[src/rtl/pipeline_pkg.sv]
// Shared pipeline constants: register-timing widths, sentinel values and mult/div latencies.
package pipeline_pkg;
    localparam int T_W = 2;
    localparam logic [T_W-1:0] TUSE_NONE = 2'd3;
    localparam logic [4:0] REG_ZERO = 5'd0;
    localparam int MULT_CYCLES_DEF = 5;
    localparam int DIV_CYCLES_DEF = 10;
    localparam int CNT_W_DEF = 4;
endpackage

[src/rtl/md_busy_counter.sv]
// Mult/div busy down-counter: loads the op latency on start, counts to zero and holds there.
module md_busy_counter #(
    parameter int CNT_W       = 4,
    parameter int MULT_CYCLES = 5,
    parameter int DIV_CYCLES  = 10
) (
    input  logic clk,
    input  logic reset,
    input  logic start,
    input  logic is_div,
    output logic busy
);
    logic [CNT_W-1:0] cnt;

    always_ff @(posedge clk) begin
        if (reset)
            cnt <= '0;
        else if (start)
            cnt <= is_div ? CNT_W'(DIV_CYCLES) : CNT_W'(MULT_CYCLES);
        else if (cnt != '0)
            cnt <= cnt - 1'b1;
    end

    // The start cycle itself is busy, before the latency is loaded.
    assign busy = start | (cnt != '0);
endmodule

[src/rtl/hazard_stall_ctrl.sv]
// Pipeline stall/flush controller: Tuse/Tnew register hazards plus mult/div busy interlock.
// Optional stall statistics counters are enabled by defining HAZARD_STALL_STATS_EN.
module hazard_stall_ctrl
    import pipeline_pkg::*;
#(
    parameter int MULT_CYCLES = MULT_CYCLES_DEF,
    parameter int DIV_CYCLES  = DIV_CYCLES_DEF,
    parameter int CNT_W       = CNT_W_DEF
) (
    input  logic           clk,
    input  logic           reset,
    input  logic [4:0]     ID_rs,
    input  logic [4:0]     ID_rt,
    input  logic [T_W-1:0] ID_Tuse_rs,
    input  logic [T_W-1:0] ID_Tuse_rt,
    input  logic           ID_md_use,
    input  logic [4:0]     E_A3,
    input  logic [T_W-1:0] E_Tnew,
    input  logic [4:0]     M_A3,
    input  logic [T_W-1:0] M_Tnew,
    input  logic           E_md_start,
    input  logic           E_md_is_div,
    output logic           stall,
    output logic           PC_WE,
    output logic           IF_ID_WE,
    output logic           ID_EX_clr,
`ifdef HAZARD_STALL_STATS_EN
    output logic [31:0]    stall_cycles,
    output logic [31:0]    md_stall_cycles,
    output logic [31:0]    md_ops,
`endif
    output logic           md_busy
);
    logic stall_rs, stall_rt, stall_md;

    md_busy_counter #(
        .CNT_W      (CNT_W),
        .MULT_CYCLES(MULT_CYCLES),
        .DIV_CYCLES (DIV_CYCLES)
    ) u_md_busy (
        .clk   (clk),
        .reset (reset),
        .start (E_md_start),
        .is_div(E_md_is_div),
        .busy  (md_busy)
    );

    // Stall only when the operand is needed before any producer can forward it.
    assign stall_rs = (ID_rs != REG_ZERO) && (ID_Tuse_rs != TUSE_NONE) &&
                      (((E_A3 == ID_rs) && (ID_Tuse_rs < E_Tnew)) ||
                       ((M_A3 == ID_rs) && (ID_Tuse_rs < M_Tnew)));
    assign stall_rt = (ID_rt != REG_ZERO) && (ID_Tuse_rt != TUSE_NONE) &&
                      (((E_A3 == ID_rt) && (ID_Tuse_rt < E_Tnew)) ||
                       ((M_A3 == ID_rt) && (ID_Tuse_rt < M_Tnew)));
    assign stall_md = ID_md_use & md_busy;

    assign stall     = stall_rs | stall_rt | stall_md;
    assign PC_WE     = ~stall;
    assign IF_ID_WE  = ~stall;
    assign ID_EX_clr = stall;

`ifdef HAZARD_STALL_STATS_EN
    always_ff @(posedge clk) begin
        if (reset) begin
            stall_cycles    <= '0;
            md_stall_cycles <= '0;
            md_ops          <= '0;
        end else begin
            if (stall)      stall_cycles    <= stall_cycles + 32'd1;
            if (stall_md)   md_stall_cycles <= md_stall_cycles + 32'd1;
            if (E_md_start) md_ops          <= md_ops + 32'd1;
        end
    end
`endif
endmodule

[config.mk]
export PLATFORM = sky130hd
export DESIGN_NAME = hazard_stall_ctrl
export DESIGN_NICKNAME = d
export VERILOG_FILES = /design/src/rtl/pipeline_pkg.sv /design/src/rtl/md_busy_counter.sv /design/src/rtl/hazard_stall_ctrl.sv
export SDC_FILE = /design/constraint.sdc
export NUM_CORES = 1
export LEC_CHECK = 0
export CAP_MARGIN = 5
export CORE_MARGIN = 2
export CORE_UTILIZATION = 37
export CTS_CLUSTER_DIAMETER = 150
export DETAILED_ROUTE_END_ITERATION = 10
export PLACE_DENSITY = 0.8
export SETUP_SLACK_MARGIN = 0.05
export SYNTH_ARGS = -nofsm -noshare
export SYNTH_HDL_FRONTEND = slang
export SYNTH_HIERARCHICAL = 1
export SYNTH_SLANG_ARGS = --single-unit
[constraint.sdc]
create_clock -name clk -period 2.4 [get_ports clk]
set_input_delay 0.48 -clock clk [delete_from_list [all_inputs] [get_ports clk]]
set_output_delay 0.48 -clock clk [all_outputs]
set_load 0.05 [all_outputs]
==> results.json, run 1 <==
{
  "mostFrequentLayoutCells": "sky130_fd_sc_hd__buf_4, sky130_fd_sc_hd__xnor2_1, sky130_fd_sc_hd__buf_2, sky130_fd_sc_hd__buf_6, sky130_fd_sc_hd__xor2_1",
  "timing.max_slew.rel_slack_pct": 77.77,
  "synth_top_area_share_pct": 17.95,
  "period_share_pct": 105.4,
  "violations": "setup timing",
  "drc_violation_count_after_routing": 0,
  "type_of_the_worst_setup_path": "input pin to primary output",
  "synth.top_cells.by_area": "sky130_fd_sc_hd__xnor2_1, sky130_fd_sc_hd__xor2_1, sky130_fd_sc_hd__dfxtp_1",
  "timing.critical_path.cells": "clkdlybuf4s15_1 > xor2_1 > nor4_1 > nand4_1 > a221oi_2 > buf_4 > a211oi_4 > buf_6",
  "synth-main-ff-cell": "sky130_fd_sc_hd__dfxtp_1",
  "finalCriticalPeriod_ns": 2.530,
  "p_switching_uw": 201.0,
  "start_util_pct": 40.69,
  "vias_per_cell": 5.161,
  "edff_count_synth": 0,
  "fmaxAchievable_ghz": 0.3953,
  "cpLargestDelayFamily": "buffers and inverters",
  "critical_path_peak_fanout": 2,
  "tritoncts": "built",
  "rows": 14,
  "htree_levels": 1,
  "seqPwrFrac_pct": 16.4,
  "insertion_delay_ns": 0.23,
  "vdd.ir_drop.worst_mv": 0.5057,
  "vias_in_the_first_global_route": 893,
  "clock_sinks": 4,
  "outcome": "complete, but fails checks",
  "rsz0062_at_grt": "true",
  "cts_buffers": 3,
  "critical-path-max-stage-delay_ns": 0.34,
  "dp_slack_ns": -0.6887,
  "min_path_type": "flip-flop to flip-flop",
  "synth_async_sr_flop_share_pct": 0,
  "die_h_um": 45.41,
  "grt_max_degree": 7,
  "crit_buf_inv": 3,
  "setup.worst_path.end_class": "primary output",
  "die_area_sq_mm": 0.002062,
  "largest_register_ff_count": 4,
  "clockRootBuffer": "sky130_fd_sc_hd__clkbuf_4",
  "antenna_violating_nets_post_route": 0,
  "clock-skew-final_ns": 0.006082,
  "ioPinCount": 38,
  "yosysWarningCount": 6,
  "drive_gt1_share_pct": 54.14,
  "cts-root-to-sink-buffers": 2,
  "final_weighted_congestion_of_routability_driven_global_placement": 0.8393,
  "combPwrFrac_pct": 68.1,
  "synth_area_sq_um": 634.4,
  "synth_area_per_cell_sq_um": 8.572,
  "postCtsHoldBufs": 0,
  "worst_setup_hold_path_clk_slew_ns": 0.04,
  "ys_ff_latch": 4,
  "timing.final.hold_violations": 0,
  "drt-initial-drc-count": 18,
  "setup_viol": 4,
  "place.port_buffers": 37,
  "layout.cells.most_common": "sky130_fd_sc_hd__buf_4",
  "netSwitchingFraction_pct": 38.90,
  "antenna_cells_inserted": 0,
  "slew_viol_final": 0,
  "grt_first_pass_wirelength_um": 3774,
  "total_power_uw": 516.8,
  "dp.final_hpwl_um": 1827,
  "max_flop_register": "u_md_busy/cnt",
  "synth-seq-area-share_pct": 12.62,
  "maxCapViolCount": 0,
  "netlist_instances": 74,
  "route.final.wire_length_um": 2371,
  "clock_power_share_pct": 15.6,
  "internal-power_uw": 315.8,
  "slew_of_the_pin_with_the_lowest_slew_margin_ns": 0.3331,
  "number_of_antenna_violations_at_the_first_check_in_global_routing": 0,
  "layout.nets": 174,
  "reg2reg_slack_ns": 0.84,
  "route.vias.total": 769,
  "grt-ovfl-total": 0,
  "reg_top3": "u_md_busy/cnt x4",
  "ys_types": 25,
  "globalRouteTotalUtil_pct": 26.02,
  "critPathSlowestCell": "sky130_fd_sc_hd__a221oi_2",
  "cellPowerDensity_mw_per_mm2": 371.8,
  "layout_setup_ws_ns": -0.1300,
  "data_arrival_time_of_the_critical_path_ns": 2.05,
  "required_ns": 1.92,
  "num-fill-cells": 74,
  "die_w_um": 45.41,
  "placeableCoreArea_sq_mm": 0.001559,
  "area.growth.synth_to_final_pct": 119.1,
  "drt_pre_antenna_iters": 4,
  "synth_fp_nets": 113,
  "synth_area_leader_cell": "sky130_fd_sc_hd__xnor2_1",
  "setup.worst_path.start_class": "input pin",
  "power.leakage_nw": 0.5745,
  "wl_per_cell_um": 15.91
}
[layer usage]
metal / global-route usage (%) / up-vias / wire (um)
met1: 31.22 / 348 / 920
met4: 8.235 / 0 / 44
met2: 48.45 / 33 / 1279
li1: - / 382 / -
met5: 0 / - / 0
met3: 1.587 / 6 / 126
[worst reg2reg max path, delay by kind of cell (launching register included)]
kind                     cells  cell delay, ns
multiplexers                 1            0.36
flip-flops                   1            0.31
AO/OA/AOI/OAI                1            0.14
adder cells (fa/ha/maj)      1            0.19
buffers and inverters        1            0.13
AND/OR/NAND/NOR              1            0.34
[path summary, 6_finish.rpt]
kind / depth (start not counted) / start / end
setup / recovery: 8 / ID_rs[4] / PC_WE
hold / removal: 2 / u_md_busy/cnt[3] / u_md_busy/cnt[3]
setup reg to reg: 5 / u_md_busy/cnt[0] / u_md_busy/cnt[1]
hold reg to reg: 2 / u_md_busy/cnt[3] / u_md_busy/cnt[3]
[power by group through the flow]
stage / combinational, mW / clock, mW / sequential [mW]
finish: 0.352 / 0.0804 / 0.0847
global route: 0.373 / 0.0866 / 0.0855
CTS: 0.347 / 0.0840 / 0.0842
detailed placement: 0.327 / 0 / 0.0830
global placement: 0.320 / 0 / 0.0826
floorplan: 0.183 / 0 / 0.0819
[layout make-up]
| class | instances | area [sq um] | area share, % |
|---|---|---|---|
| multi-input cells | 62 | 696.9 | 50.14 |
| repair buffers | 58 | 533.0 | 38.34 |
| flip-flops and latches | 4 | 80.08 | 5.761 |
| inverters | 6 | 37.54 | 2.700 |
| clock buffers | 3 | 22.52 | 1.620 |
| well taps | 16 | 20.02 | 1.440 |
[synthesized netlist by cell type, types with 2 or more instances]
library cell and number:
sky130_fd_sc_hd__a2111oi_2 2, sky130_fd_sc_hd__buf_4 2, sky130_fd_sc_hd__dfxtp_1 4, sky130_fd_sc_hd__ha_1 6, sky130_fd_sc_hd__inv_1 6, sky130_fd_sc_hd__nand2b_1 4, sky130_fd_sc_hd__nand4_1 4, sky130_fd_sc_hd__nor2_1 2
sky130_fd_sc_hd__nor4_1 2, sky130_fd_sc_hd__o21ai_0 2, sky130_fd_sc_hd__o22ai_1 3, sky130_fd_sc_hd__or3_1 2, sky130_fd_sc_hd__or4_1 2, sky130_fd_sc_hd__xnor2_1 13, sky130_fd_sc_hd__xor2_1 10
[per-stage QoR]
step | hold WS [ns] | area, sq um | instances | util [%] | TNS, ns
6_report | 0.6260 | 1390 | 149 | 89.17 | -0.3953
5_1_grt | 0.6777 | 1390 | 149 | 89.17 | -0.6059
4_1_cts | 0.6199 | 1396 | 149 | 89.57 | -0.09966
3_5_place_dp | 0.5952 | 1277 | 144 | 81.94 | -2.558
3_3_place_gp | 0.6092 | 1277 | 144 | 81.94 | -2.352
2_1_floorplan | 0.5491 | 745.7 | 74 | - | -0.1021
[logic make-up after synthesis]
| kind of cell | synth area share, % |
|---|---|
| and+or+nand+nor | 19.72 |
| buffers and inverters | 5.916 |
| muxes | 1.775 |
| DFF | 12.62 |
| adders and majority gates | 11.83 |
| xor gates and xnor gates | 31.75 |
| AOI/OAI and AO/OA | 16.37 |
[timing repair]
item,4_1_cts,5_1_grt
pin swaps,22,3
endpoints found under the setup margin,4,4
resized for setup,110,3
setup buffers,2,0
No activity file was read; power rests on OpenSTA's default activity.
==> inputs of run 2 (changes only) <==
CORE_UTILIZATION = 36   (was 37)
PLACE_DENSITY = 0.78   (was 0.8)
SYNTH_HIERARCHICAL = default   (was 1)
==> results.json, run 2 <==
{
  "antenna_violating_nets_post_route": 0,
  "crit_buf_inv": 3,
  "power.leakage_nw": 0.5846,
  "critPathSlowestCell": "sky130_fd_sc_hd__clkdlybuf4s50_1",
  "synth_fp_nets": 114,
  "final_util_pct": 81.70,
  "die_w_um": 45.81,
  "edff_count_synth": 0,
  "ioPinCount": 38,
  "netlist_instances": 75,
  "ys_types": 24,
  "largest_register_ff_count": 4,
  "rows": 15,
  "vdd.ir_drop.worst_mv": 0.4252,
  "placedInstanceArea_sq_mm": 0.001276,
  "synth_commonest_cells": "sky130_fd_sc_hd__xor2_1, sky130_fd_sc_hd__xnor2_1, sky130_fd_sc_hd__inv_1",
  "vias_per_cell": 5.071,
  "placeableCoreArea_sq_mm": 0.001689,
  "synth_async_sr_flop_share_pct": 0,
  "clock-skew-final_ns": 0.003782,
  "hold_ws_ns": 0.4837,
  "drt-initial-drc-count": 2,
  "worst_setup_hold_path_clk_slew_ns": 0.04,
  "drive_gt1_share_pct": 56.20,
  "period_share_pct": 103.9,
  "layout.nets": 178,
  "synth-main-ff-cell": "sky130_fd_sc_hd__dfxtp_1",
  "drt_pre_antenna_iters": 4,
  "die_h_um": 45.81,
  "rsz0062_at_grt": "true",
  "total_power_uw": 484.7,
  "dp_slack_ns": -0.6637,
  "setup.worst_path.start_class": "input pin",
  "layout_setup_ws_ns": -0.09460,
  "die_area_sq_mm": 0.002099,
  "reg_top3": "u_md_busy.cnt x4",
  "synth_most_common_cell": "sky130_fd_sc_hd__xor2_1",
  "cellPowerDensity_mw_per_mm2": 351.2,
  "drc_violation_count_after_routing": 0,
  "slew_viol_final": 0,
  "synth-seq-area-share_pct": 12.72,
  "grt_max_degree": 6,
  "timing.critical_path.cells": "clkdlybuf4s50_1 > o21ai_0 > nand4_1 > a221oi_2 > buf_4 > a211o_4 > buf_12",
  "clockRootBuffer": "sky130_fd_sc_hd__clkbuf_4",
  "setup_viol": 4,
  "start_util_pct": 37.26,
  "insertion_delay_ns": 0.22,
  "cts-root-to-sink-buffers": 2,
  "synth_area_per_cell_sq_um": 8.391,
  "route.vias.total": 781,
  "ys_ff_latch": 4,
  "mostFrequentLayoutCells": "sky130_fd_sc_hd__buf_4, sky130_fd_sc_hd__buf_2, sky130_fd_sc_hd__xnor2_1",
  "dp_cells": 149,
  "min_path_type": "flip-flop to flip-flop",
  "violations": "setup timing",
  "area.growth.synth_to_final_pct": 119.3,
  "timing.setup.tns_ns": -0.2807,
  "fmaxAchievable_ghz": 0.4009,
  "final_weighted_congestion_of_routability_driven_global_placement": 0.8531,
  "grt-ovfl-total": 0,
  "synth_area_leader_cell": "sky130_fd_sc_hd__xor2_1",
  "synth.top_cells.by_area": "sky130_fd_sc_hd__xor2_1, sky130_fd_sc_hd__xnor2_1, sky130_fd_sc_hd__dfxtp_1",
  "timing.final.hold_violations": 0,
  "outcome": "complete, but fails checks",
  "finalCriticalPeriod_ns": 2.495,
  "critical-path-max-stage-delay_ns": 0.46,
  "dp.final_hpwl_um": 1890,
  "critical_path_peak_fanout": 3,
  "max_flop_register": "u_md_busy.cnt",
  "cts_buffers": 3,
  "type_of_the_worst_setup_path": "input pin to primary output",
  "post_layout_nonfiller_instances": 154,
  "cpLargestDelayFamily": "buffers and inverters",
  "tritoncts": "built",
  "place.port_buffers": 37,
  "route.final.wire_length_um": 2319,
  "synth_area_sq_um": 629.4,
  "synth_top_area_share_pct": 16.70,
  "grt_first_pass_wirelength_um": 3643,
  "finalInstanceArea_sq_mm": 0.001380,
  "wl_per_cell_um": 15.06,
  "data_arrival_time_of_the_critical_path_ns": 2.01,
  "timing.max_slew.rel_slack_pct": 78.47,
  "vias_in_the_first_global_route": 835,
  "clock_sinks": 4,
  "slew_of_the_pin_with_the_lowest_slew_margin_ns": 0.3221,
  "required_ns": 1.92,
  "setup.worst_path.end_class": "primary output",
  "yosysWarningCount": 0,
  "htree_levels": 1,
  "antenna_cells_inserted": 0,
  "globalRouteTotalUtil_pct": 24.29,
  "layout.cells.most_common": "sky130_fd_sc_hd__buf_4",
  "maxCapViolCount": 0,
  "number_of_antenna_violations_at_the_first_check_in_global_routing": 0
}
[run 2: cell types whose count changed after synthesis, moves of 2 or more]
cell,previous run,this run
sky130_fd_sc_hd__xor2_1,10,12
sky130_fd_sc_hd__o22ai_1,3,0
sky130_fd_sc_hd__or3_1,2,0
sky130_fd_sc_hd__xnor2_1,13,10
[run 2: layer usage]
layer / up-vias / global-route usage [%] / wire (um)
met5: - / 0 / 0
met1: 370 / 27.73 / 933
met3: 2 / 1.190 / 72
met2: 21 / 48.17 / 1288
li1: 388 / - / -
met4: 0 / 5.714 / 24
[run 2: area by class of cell]
cell class	count	area [sq um]
clock buffer	3	22.52
fill	117	309.0
inverter	7	41.29
multi-input combinational	62	703.2
sequential	4	80.08
tap	17	21.27
timing repair buffer	61	511.7
[run 2: worst register-to-register path, delay by kind of cell (launching register included)]
kind	cells	cell delay, ns
compound gates	1	0.26
fa+ha+maj	1	0.15
buf+inv	3	0.37
flops	1	0.33
simple gates	1	0.29
[run 2: report_power, final]
part	switching (mW)	internal (mW)	total (mW)
Combinational	0.160	0.162	0.322
Clock	0.0215	0.0555	0.0770
Sequential	0.00910	0.0770	0.0861
[run 2: worst paths after layout]
| kind | startpoint | end | slack, ns | cells past startpoint |
|---|---|---|---|---|
| min reg2reg | u_md_busy.cnt[1] | u_md_busy.cnt[1] | 0.48 | 2 |
| max | ID_Tuse_rs[0] | stall | -0.09 | 7 |
| min | u_md_busy.cnt[1] | u_md_busy.cnt[1] | 0.48 | 2 |
| max reg2reg | u_md_busy.cnt[0] | u_md_busy.cnt[0] | 0.91 | 6 |
[run 2: cell families (layout without fill, tap and decap cells)]
logic type                 count (synthesis)  in the layout  share of synthesized area, %
xor gates and xnor gates                  22             22                         30.62
adders and majority gates                  6              6                         11.93
AOI/OAI and AO/OA                         13             13                         18.09
buffers and inverters                      9             71                         6.561
and+or+nand+nor                           21             21                         20.08
DFF                                        4              4                         12.72
[run 2: repair_timing]
action                                  4_1_cts  5_1_grt
endpoints found under the setup margin        4        4
pin swaps                                    22        8
setup buffers                                 2        0
hold buffers                                  0        0
endpoints found under the hold margin         0        0
gates cloned                                  0        0
resized for setup                            95       11
